===== src/rtl/stream_mux_pkg.sv =====
// Shared types and index helpers for the N-channel round-robin stream mux.
package stream_mux_pkg;

  typedef enum logic {
    MODE_RR    = 1'b0,
    MODE_FIXED = 1'b1
  } mode_e;

  // Wrap-around increment that works for any channel count, not only powers of two.
  function automatic int next_idx(input int idx, input int n);
    return (idx + 1 >= n) ? 0 : idx + 1;
  endfunction

endpackage


===== src/rtl/stream_mux_rr_if.sv =====
// Handshake bundle between producers/consumer and the stream mux.
interface stream_mux_rr_if #(
  parameter int K = 8,
  parameter int N = 4
);
  localparam int SW = $clog2(N);

  logic [N*K-1:0] IN_DATA;
  logic [N-1:0]   IN_VALID;
  logic [N-1:0]   IN_READY;
  logic           MODE;
  logic [SW-1:0]  SEL;
  logic [K-1:0]   O;
  logic [SW-1:0]  O_CH;
  logic           O_VALID;
  logic           O_READY;

  modport master (
    output IN_DATA, IN_VALID, MODE, SEL, O_READY,
    input  IN_READY, O, O_CH, O_VALID
  );

  modport slave (
    input  IN_DATA, IN_VALID, MODE, SEL, O_READY,
    output IN_READY, O, O_CH, O_VALID
  );
endinterface


===== src/rtl/stream_mux_rr_arbiter.sv =====
// Combinational round-robin arbiter: first requester at or after PTR, wrapping modulo N.
module rr_arbiter #(
  parameter int N = 4,
  localparam int SW = $clog2(N)
) (
  input  logic [N-1:0]  REQ,
  input  logic [SW-1:0] PTR,
  input  logic          EN,
  output logic [N-1:0]  GNT,
  output logic [SW-1:0] GNT_IDX
);

  int   idx;
  logic found;

  // Offsets are scanned in priority order; the inner loop keeps every select constant.
  always_comb begin
    GNT     = '0;
    GNT_IDX = '0;
    found   = 1'b0;
    idx     = 0;
    for (int k = 0; k < N; k++) begin
      idx = int'(PTR) + k;
      if (idx >= N) idx = idx - N;
      for (int i = 0; i < N; i++) begin
        if (EN && !found && (i == idx) && REQ[i]) begin
          GNT[i]  = 1'b1;
          GNT_IDX = SW'(i);
          found   = 1'b1;
        end
      end
    end
  end

endmodule


===== src/rtl/stream_mux_rr.sv =====
// N:1 stream mux with round-robin or fixed selection into a single registered output stage.
module stream_mux_rr
  import stream_mux_pkg::*;
#(
  parameter int K = 8,
  parameter int N = 4
) (
  input  logic            CLK,
  input  logic            RST_N,
  stream_mux_rr_if.slave  bus
);

  localparam int SW = $clog2(N);

  mode_e         mode;
  logic [N-1:0]  rr_gnt;
  logic [N-1:0]  fix_gnt;
  logic [N-1:0]  gnt;
  logic [SW-1:0] rr_idx;
  logic [SW-1:0] gnt_idx;
  logic          slot;
  logic          xfer;

  logic [K-1:0]  o_q, o_d;
  logic [SW-1:0] o_ch_q, o_ch_d;
  logic          o_vld_q, o_vld_d;
  logic [SW-1:0] ptr_q, ptr_d;

  assign mode = mode_e'(bus.MODE);

  rr_arbiter #(.N(N)) u_arb (
    .REQ     (bus.IN_VALID),
    .PTR     (ptr_q),
    .EN      (mode == MODE_RR),
    .GNT     (rr_gnt),
    .GNT_IDX (rr_idx)
  );

  // An out-of-range SEL matches no channel, so it simply yields no grant.
  always_comb begin
    fix_gnt = '0;
    for (int i = 0; i < N; i++) begin
      if ((int'(bus.SEL) == i) && bus.IN_VALID[i]) fix_gnt[i] = 1'b1;
    end
  end

  assign gnt          = (mode == MODE_FIXED) ? fix_gnt : rr_gnt;
  assign gnt_idx      = (mode == MODE_FIXED) ? bus.SEL : rr_idx;
  assign slot         = !o_vld_q || bus.O_READY;
  assign bus.IN_READY = (slot && RST_N) ? gnt : '0;
  assign xfer         = |(bus.IN_VALID & bus.IN_READY);

  // Refill and consume may coincide, which sustains one word per cycle.
  always_comb begin
    o_d     = o_q;
    o_ch_d  = o_ch_q;
    o_vld_d = o_vld_q;
    ptr_d   = ptr_q;
    if (xfer) begin
      for (int i = 0; i < N; i++) begin
        if (gnt[i]) o_d = bus.IN_DATA[i*K +: K];
      end
      o_ch_d  = gnt_idx;
      o_vld_d = 1'b1;
      if (mode == MODE_RR) ptr_d = SW'(next_idx(int'(gnt_idx), N));
    end else if (o_vld_q && bus.O_READY) begin
      o_vld_d = 1'b0;
    end
  end

  always_ff @(posedge CLK or negedge RST_N) begin
    if (!RST_N) begin
      o_q     <= '0;
      o_ch_q  <= '0;
      o_vld_q <= 1'b0;
      ptr_q   <= '0;
    end else begin
      o_q     <= o_d;
      o_ch_q  <= o_ch_d;
      o_vld_q <= o_vld_d;
      ptr_q   <= ptr_d;
    end
  end

  assign bus.O       = o_q;
  assign bus.O_CH    = o_ch_q;
  assign bus.O_VALID = o_vld_q;

endmodule


===== src/flat_wrapper.sv =====
// flat-port wrapper written by rule: the top's interface ports become plain ports
module stream_mux_rr_flat import stream_mux_pkg::*;
#(
  parameter int K = 8,
  parameter int N = 4
)
  (CLK, RST_N, bus_IN_DATA, bus_IN_VALID, bus_MODE, bus_SEL, bus_O_READY, bus_IN_READY, bus_O, bus_O_CH, bus_O_VALID);
  stream_mux_rr_if #(.K(K), .N(N)) bus_i ();
  input  logic CLK;
  input  logic RST_N;
  input wire logic [$bits(bus_i.IN_DATA)-1:0] bus_IN_DATA;
  input wire logic [$bits(bus_i.IN_VALID)-1:0] bus_IN_VALID;
  input wire logic [$bits(bus_i.MODE)-1:0] bus_MODE;
  input wire logic [$bits(bus_i.SEL)-1:0] bus_SEL;
  input wire logic [$bits(bus_i.O_READY)-1:0] bus_O_READY;
  output wire logic [$bits(bus_i.IN_READY)-1:0] bus_IN_READY;
  output wire logic [$bits(bus_i.O)-1:0] bus_O;
  output wire logic [$bits(bus_i.O_CH)-1:0] bus_O_CH;
  output wire logic [$bits(bus_i.O_VALID)-1:0] bus_O_VALID;
  assign bus_i.IN_DATA = bus_IN_DATA;
  assign bus_i.IN_VALID = bus_IN_VALID;
  assign bus_i.MODE = bus_MODE;
  assign bus_i.SEL = bus_SEL;
  assign bus_i.O_READY = bus_O_READY;
  assign bus_IN_READY = bus_i.IN_READY;
  assign bus_O = bus_i.O;
  assign bus_O_CH = bus_i.O_CH;
  assign bus_O_VALID = bus_i.O_VALID;
  stream_mux_rr #(.K(K), .N(N)) u_core (.CLK(CLK), .RST_N(RST_N), .bus(bus_i));
endmodule

===== config.mk =====
export PLATFORM = sky130hd
export DESIGN_NAME = stream_mux_rr_flat
export DESIGN_NICKNAME = d
export VERILOG_FILES = /design/src/rtl/stream_mux_pkg.sv /design/src/rtl/stream_mux_rr_if.sv /design/src/rtl/stream_mux_rr_arbiter.sv /design/src/rtl/stream_mux_rr.sv /design/src/flat_wrapper.sv
export SDC_FILE = /design/constraint.sdc
export NUM_CORES = 1
export LEC_CHECK = 0
export ABC_CLOCK_PERIOD_IN_PS = 4500
export CAP_MARGIN = 0
export CORE_MARGIN = 5
export CORE_UTILIZATION = 42
export DETAILED_ROUTE_END_ITERATION = 8
export GPL_ROUTABILITY_DRIVEN = 0
export PLACE_DENSITY = 0.8
export SLEW_MARGIN = 5
export SYNTH_ARGS = -nofsm -noshare
export SYNTH_HDL_FRONTEND = slang
export SYNTH_HIERARCHICAL = 1
export SYNTH_SLANG_ARGS = --single-unit

===== constraint.sdc =====
create_clock -name CLK -period 4.5 [get_ports CLK]
set_input_delay 0.9 -clock CLK [delete_from_list [all_inputs] [get_ports CLK]]
set_output_delay 0.9 -clock CLK [all_outputs]
set_load 0.01 [all_outputs]

==> metrics.txt, run 1 <==
Yosys reg bits=13; gr usage total=a little under a fifth; Critical Path RT=3600 ps; CP max-delay cell=or4_4; TritonCTS clock tree=yes; fin crit period=roughly 4300 ps; DR vias/cell=between 5 and 6; DRC Markers=0; antenna violations before repair=0; die area=about 0.0043 mm2; Synth Instances=between 150 and 200; Cell variety after synth=between 40 and 50; Worst-path clk slew=approximately 70 ps; number of port buffers=56; mapped cell area=~0.0013 mm2; ys async rst share=100%; EDFF count, synth=0; setup bufs post-CTS=0; Hold/Removal Path Class=reg2reg; Initial Util=43.4%; Area growth syn-to-layout=46.2%; Row Count=20; Net count, final=roughly 260; syn_area_per_cell=between 8 and 9 um2; register area share after synthesis=25.0%; unrepaired setup endpoints after global routing=false; CP delay by family, top=simple AND/OR/NAND/NOR gates; CP Capture Type=primary output; setup TNS=0 ps; max cap viols=0; Synth top area share=25.0%; f_max=approximately 230 MHz; WL/cell=between 15 and 20 um; Via Count=about 1.4k; Syn Nets=about 200; PD cells=roughly 370 mW/mm2; Max VDD drop=approximately 0.00023 V; root buffer cell=clkbuf_4; WP buf/inv=3; width of the die=~66 um; core area=~0.003 mm2; fin crit share=96.5%; Inserted Clock Buffers=3; Tightest Pin Transition=between 400 and 500 ps; Worst Clk Skew=~1.7 ps; Worst EP arrival=roughly 3400 ps; final wirelength=around 4000 um; ant diodes=0; DRT antenna net count=0; share of cells above drive strength 1=roughly 9.0%; endpoints failing hold=0; vias in the first global route=1373; nature of the critical path startpoint=input pin; clk buf depth=2; critical path, cell by cell=clkdlybuf4s50_1, inv_1, nand2_1, o221ai_2, or4_4, nand2_1, nor2b_1, or2_1, nor2b_1, clkdlybuf4s50_1; first-pass GRT wire length=6450 um; P_leak=roughly 0.86 nW; Setup-failing EPs final=0; Slew headroom=between 60% and 70%; Boundary Pins=between 50 and 60; pin count of the biggest net entering global routing=18; H-tree Lvls=1; Post-CTS Hold Buffers=0; commonest non-fill, non-tap cell in the layout=clkdlybuf4s50_1; Final Non-Filler Cells=roughly 250; GRT overflow=0; fin area=0.00190 mm2; Placement Cell Area=~0.0019 mm2; max-slew violations=0; Largest stage delay, worst path=between 500 and 600 ps; largest area contributor in the netlist=dfrtp_1; commonest non-fill, non-tap cells in the layout=clkdlybuf4s50_1, a21oi_1, dfrtp_1; crit-path max FO=8; Setup CP Type=in2out; Placed Cells=around 240; most used flip-flop cell after synthesis=dfrtp_1; DRT Pass-1 Iters=4; status=completed; PostCTS Resize Cnt=0; starting DRC count in detailed routing=71; die height=around 66 um; clock sinks=13; Synthesis Warnings=6; dpl hpwl=between 3000 and 4000 um; largest cells by area after synthesis=dfrtp_1, o21bai_1, a21oi_1, a32oi_1, o311ai_1; clock latency on the worst-skew pair=260 ps
## Yosys cell counts (3+ instances only)
cell type,instances
nand2_1,11
clkbuf_1,4
mux2_2,4
buf_2,3
dfrtp_1,13
a32oi_1,8
a21oi_1,14
nand2b_1,7
buf_6,4
and3_1,9
nor2_1,4
o311ai_1,8
o21bai_1,11
inv_1,12
a21boi_0,5
a21boi_1,3
## worst reg2reg max path, cell delays in order (launching register included)
cell      delay, ps
dfrtp_1         500
xnor2_1         270
o221ai_2        150
buf_4           160
or3_1           360
a21oi_1         200
nand2b_1        100
buf_4           190
and3_1          200
o311ai_1        380
a32oi_1         180
## per-stage QoR
step                      worst slack [ps]  hold WS [ps]  power (mW)  utilization [%]
after floorplan                        700           504       0.460                -
after global placement                 219           479       0.633             62.5
after detailed placement               200           500       0.647             62.5
after CTS                              176           521       0.720             63.4
after global routing                  1.38           550       0.773             63.4
final                                  159           517       0.714             63.4
## metal layers
| layer | vias up | part of all wire (%) | track usage, % |
|---|---|---|---|
| li1 | 703 | - | - |
| met5 | - | 0 | 0 |
| met4 | 0 | 1.5 | 5.44 |
| met2 | 43 | 50 | 31.2 |
| met3 | 6 | 5.0 | 3.08 |
| met1 | 669 | 43 | 25.0 |
## cells by family after synthesis
family,Yosys count,share of synthesized area (%)
simple gates,48,22.2
flops,13,25.0
compound gates,62,35.5
xor+xnor,2,1.35
buf+inv,25,10.1
mux,7,5.86
## report_power, final
part	total, mW	internal, mW	leakage, nW	switching, mW
registers	0.221	0.172	0.149	0.0487
logic	0.426	0.236	0.698	0.190
clock network	0.0670	0.0342	0.0150	0.0328
## state kept, by name, summed over array words and instances, names as in the netlist
register	flops
u_core/bus.O_VALID	1
u_core/bus.O_CH	2
u_core/bus.O	8
u_core/ptr_q	2
## final cells by class
class                      instances  area, um2
clock buffer                       4       26.3
fill                             264       1100
inverter                          12       45.0
multi-input combinational        119        846
sequential                        13        325
tap                               33       41.3
timing repair buffer              64        621
## final timing paths
kind	start	slack, ps	depth (start not counted)	endpoint
min in group asynchronous	RST_N	930	2	u_core/bus.O[2]$_DFFE_PN0P_
worst min-delay path	u_core/bus.O_CH[1]$_DFFE_PN0P_	520	1	u_core/bus.O_CH[1]$_DFFE_PN0P_
max in group asynchronous	RST_N	3410	2	u_core/bus.O_CH[1]$_DFFE_PN0P_
worst max-delay path	bus_MODE	160	10	bus_IN_READY[2]
worst min register to register	u_core/bus.O_CH[1]$_DFFE_PN0P_	520	1	u_core/bus.O_CH[1]$_DFFE_PN0P_
worst max register to register	u_core/ptr_q[1]$_DFFE_PN0P_	1670	10	u_core/bus.O[5]$_DFFE_PN0P_
No activity file was read; power rests on OpenSTA's default activity.
==> run 2, diff against run 1 <==
Settings changed: PLACE_DENSITY 0.8 to 0.85, REMOVE_ABC_BUFFERS set to 1.
==> run 2 against run 1 <==
Wire length increased by 1.6%; die area is the same; cell area is 0.39% lower; critical endpoint unchanged; largest cell class unchanged; largest power group unchanged.
==> metrics.txt, run 2 (same netlist as run 1, synthesis figures left out) <==
status=completed; PD cells=379 mW/mm2; Largest stage delay, worst path=around 560 ps; first-pass GRT wire length=6220 um; DRT Pass-1 Iters=4; max-slew violations=0; f_max=approximately 230 MHz; Slew headroom=between 60 and 70%; final wirelength=slightly above 4000 um; GRT overflow=0; Final Non-Filler Cells=244; starting DRC count in detailed routing=between 100 and 150; Multi-input gate area=846 um2; CP max-delay cell=or4_4; Hold/Removal Path Class=reg2reg; setup bufs post-CTS=0; CP Capture Type=primary output; DR vias/cell=5.89; Area growth syn-to-layout=45.6%; reg-to-reg critical path startpoint=u_core/ptr_q[1]$_DFFE_PN0P_; Critical Path RT=3600 ps; Setup-failing EPs final=0; Worst EP arrival=roughly 3400 ps; WL/cell=approximately 17 um; Tightest Pin Transition=~460 ps; TritonCTS clock tree=yes; Fillers=about 270; ant diodes=0; Reg area=around 330 um2; min-delay src=u_core/bus.O_CH[1]$_DFFE_PN0P_; dpl hpwl=3240 um; DRC Markers=0; Inserted Clock Buffers=3; commonest non-fill, non-tap cell in the layout=clkdlybuf4s50_1; Placed Cells=240; nature of the critical path startpoint=input pin; gr usage total=18.3%; H-tree Lvls=1; Boundary Pins=57; PostCTS Resize Cnt=0; P_leak=around 0.86 nW; CP delay by family, top=simple AND/OR/NAND/NOR gates; max cap viols=0; die area=about 0.0043 mm2; Worst Clk Skew=between 0.9 and 1 ps; unrepaired setup endpoints after global routing=false; antenna violations before repair=0; Post-CTS Hold Buffers=0; endpoints failing hold=0; Worst setup startpoint=bus_MODE; Max VDD drop=between 0.0002 and 0.0003 V; crit-path max FO=8; fin crit period=4320 ps; clock sinks=13; vias in the first global route=roughly 1.4k; Setup CP Type=in2out; max reg flops=8; Via Count=1438; setup TNS=0 ps; width of the die=65.7 um; Initial Util=43.4%; die height=around 66 um; Net count, final=~250; root buffer cell=clkbuf_4; clk buf depth=2; commonest non-fill, non-tap cells in the layout=clkdlybuf4s50_1, a21oi_1, dfrtp_1; number of port buffers=56; fin crit share=between 90% and 100%; share of cells above drive strength 1=about 8.5%; pin count of the biggest net entering global routing=18; clock latency on the worst-skew pair=approximately 270 ps; WP buf/inv=3; Final Util=approximately 63%; core area=0.00300 mm2; DRT antenna net count=0; critical path, cell by cell=clkdlybuf4s50_1, inv_1, nand2_1, o221ai_2, or4_4, nand2_1, nor2b_1, or2_1, nor2b_1, clkdlybuf4s50_1; Row Count=20; Design Power=around 720 uW; Worst-path clk slew=~70 ps
-- run 2: stage by stage --
stage                     hold WS [ps]  cell area, um2  setup slack (ps)
after detailed placement           492            1870               188
after floorplan                    533            1220               850
after global placement             480            1870               301
after CTS                          515            1900               186
final                              511            1900               175
after global routing               535            1900              43.5
-- run 2: path summary, 6_finish.rpt --
kind,slack [ps],cells past startpoint,endpoint
worst min register to register,510,1,u_core/bus.O_CH[1]$_DFFE_PN0P_
max in group asynchronous,3420,2,u_core/ptr_q[0]$_DFFE_PN0P_
worst max-delay path,180,10,bus_IN_READY[2]
worst max register to register,1640,10,u_core/bus.O[2]$_DFFE_PN0P_
min in group asynchronous,920,2,u_core/bus.O[1]$_DFFE_PN0P_
worst min-delay path,510,1,u_core/bus.O_CH[1]$_DFFE_PN0P_
-- run 2: layout make-up --
class | instances | share of cell area (%)
Tap cell | 33 | 2.18
Multi-Input combinational cell | 119 | 44.6
Sequential cell | 13 | 17.2
Clock buffer | 4 | 1.39
Inverter | 12 | 2.37
Timing Repair Buffer | 63 | 32.3
-- run 2: per-layer routing --
layer / up-vias / routed length, um / global-route usage [%]
met5: - / 0 / 0
met4: 0 / 61 / 7.25
met3: 8 / 294 / 3.08
met2: 66 / 2000 / 29.5
met1: 667 / 1690 / 24.0
li1: 697 / - / -
-- run 2: report_power, final --
group	internal (mW)	leakage, nW	switching (mW)
Sequential	0.172	0.149	0.0503
Clock	0.0344	0.0150	0.0368
Combinational	0.235	0.694	0.191
Total	0.442	0.858	0.278
==> run 3, diff against run 2 <==
Settings changed: PLACE_DENSITY 0.85 to 0.8.
==> run 3 against run 2 <==
Sequential power is essentially flat; critical path depth is the same; worst setup slack gained 51 ps; cell area grew 0.40%; wire length shrank 0.84%; non-clock buffer count grew 1; clock skew grew 2.3 ps; flip-flop and latch count is the same; combinational power is essentially flat; power shrank 0.73%; critical path type unchanged; critical endpoint unchanged; largest cell class unchanged; largest power group unchanged.
==> metrics.txt, run 3 (same netlist as run 1, synthesis figures left out) <==
setup bufs post-CTS=0; max reg flops=8; DR vias/cell=between 5 and 6; PnR worst setup slack=around 230 ps; Initial Util=43.4%; DRT antenna net count=0; PostCTS Resize Cnt=0; CP Capture Type=primary output; starting DRC count in detailed routing=approximately 140; dpl hpwl=between 3000 and 4000 um; Setup-failing EPs final=0; TritonCTS clock tree=yes; Boundary Pins=57; number of port buffers=56; clock sinks=13; clk buf depth=2; crit-path max FO=8; Via Count=between 1k and 1.5k; WL/cell=between 15 and 20 um; P_leak=between 0.8 and 0.9 nW; final wirelength=approximately 4000 um; status=completed; fin crit share=between 90% and 100%; max-slew violations=0; nature of the critical path startpoint=input pin; Row Count=20; root buffer cell=clkbuf_4; endpoints failing hold=0; CP max-delay cell=clkdlybuf4s50_1; first-pass GRT wire length=6270 um; clock latency on the worst-skew pair=approximately 270 ps; setup TNS=0 ps; worst hold path depth=1; gr usage total=18.3%; Critical Path RT=between 3000 and 4000 ps; worst r2r path cells=10; fin crit period=4270 ps; die area=0.00432 mm2; min-delay src=u_core/bus.O_CH[1]$_DFFE_PN0P_; Area growth syn-to-layout=46.2%; Fillers=between 200 and 300; f_max=about 230 MHz; width of the die=65.7 um; Post-CTS Hold Buffers=0; die height=~66 um; pin count of the biggest net entering global routing=18; Worst Clk Skew=3.29 ps; Worst EP arrival=about 3400 ps; DRC Markers=0; DRT Pass-1 Iters=4; commonest non-fill, non-tap cells in the layout=clkdlybuf4s50_1, a21oi_1, dfrtp_1; unrepaired setup endpoints after global routing=false; vias in the first global route=1394; share of cells above drive strength 1=approximately 9%; reg-to-reg critical path startpoint=u_core/ptr_q[1]$_DFFE_PN0P_; core area=0.00300 mm2; Net count, final=255; PD cells=roughly 380 mW/mm2; Tightest Pin Transition=approximately 430 ps; Worst setup startpoint=bus_MODE; ant diodes=0; max cap viols=0; Setup CP Type=in2out; CP delay by family, top=simple AND/OR/NAND/NOR gates; critical path, cell by cell=clkdlybuf4s50_1, inv_1, nand2_1, o221ai_2, or4_4, nand2_1, nor2b_1, or2_1, nor2b_1, clkdlybuf4s50_1; Hold/Removal Path Class=reg2reg; Largest stage delay, worst path=roughly 560 ps; Inserted Clock Buffers=3; Slew headroom=between 70% and 80%; WP buf/inv=3; antenna violations before repair=0; GRT overflow=0; Max VDD drop=0.000318 V; Post-Place Setup Slack=between 200 and 250 ps; H-tree Lvls=1; commonest non-fill, non-tap cell in the layout=clkdlybuf4s50_1; instance count on the critical path=10; Worst-path clk slew=around 70 ps
==> run 3: cell count changes in the layout (fill, tap and decap cells not counted) <==
cell / change
buf_4: +1
==> run 3: through the flow <==
step	utilization, %	instances	instance area, um2	hold WS (ps)	power (mW)
detailed placement	62.5	241	1880	489	0.647
finish	63.4	245	1900	510	0.714
global route	63.4	245	1900	540	0.771
global placement	62.5	241	1880	482	0.634
CTS	63.4	245	1900	509	0.722
floorplan	-	144	1220	533	0.433
==> run 3: area by class of cell <==
class	count	area (um2)	share of cell area (%)
sequential	13	325	17.1
inverter	12	45.0	2.37
tap	33	41.3	2.17
multi-input combinational	119	846	44.4
timing repair buffer	64	621	32.6
clock buffer	4	26.3	1.38
==> run 3: per-layer routing <==
metal | vias to the layer above | wire, um | GRT usage (%)
met5 | - | 0 | 0
met4 | 0 | 78 | 8.29
li1 | 695 | - | -
met1 | 674 | 1750 | 24.8
met2 | 45 | 1990 | 29.5
met3 | 10 | 192 | 1.37
==> run 3: final timing paths <==
| check | endpoint | slack [ps] |
|---|---|---|
| setup / recovery | bus_IN_READY[2] | 230 |
| hold / removal | u_core/bus.O_CH[1]$_DFFE_PN0P_ | 510 |
| setup reg to reg | u_core/bus.O[2]$_DFFE_PN0P_ | 1660 |
| hold reg to reg | u_core/bus.O_CH[1]$_DFFE_PN0P_ | 510 |
| max in group asynchronous | u_core/bus.O[0]$_DFFE_PN0P_ | 3410 |
| min in group asynchronous | u_core/bus.O[2]$_DFFE_PN0P_ | 930 |
==> run 3: report_power, final <==
part           leakage, nW  switching [mW]  internal, mW
clock network       0.0150          0.0345        0.0344
logic                0.698           0.190         0.236
registers            0.149          0.0476         0.172
==> run 3: worst register-to-register path, stage by stage (launching register included) <==
cell      delay, ps
dfrtp_1         510
xnor2_1         250
o221ai_2        140
buf_4           160
or3_1           360
a21oi_1         210
nand2b_1        120
buf_4           190
and3_1          190
o311ai_1        390
a32oi_1         170
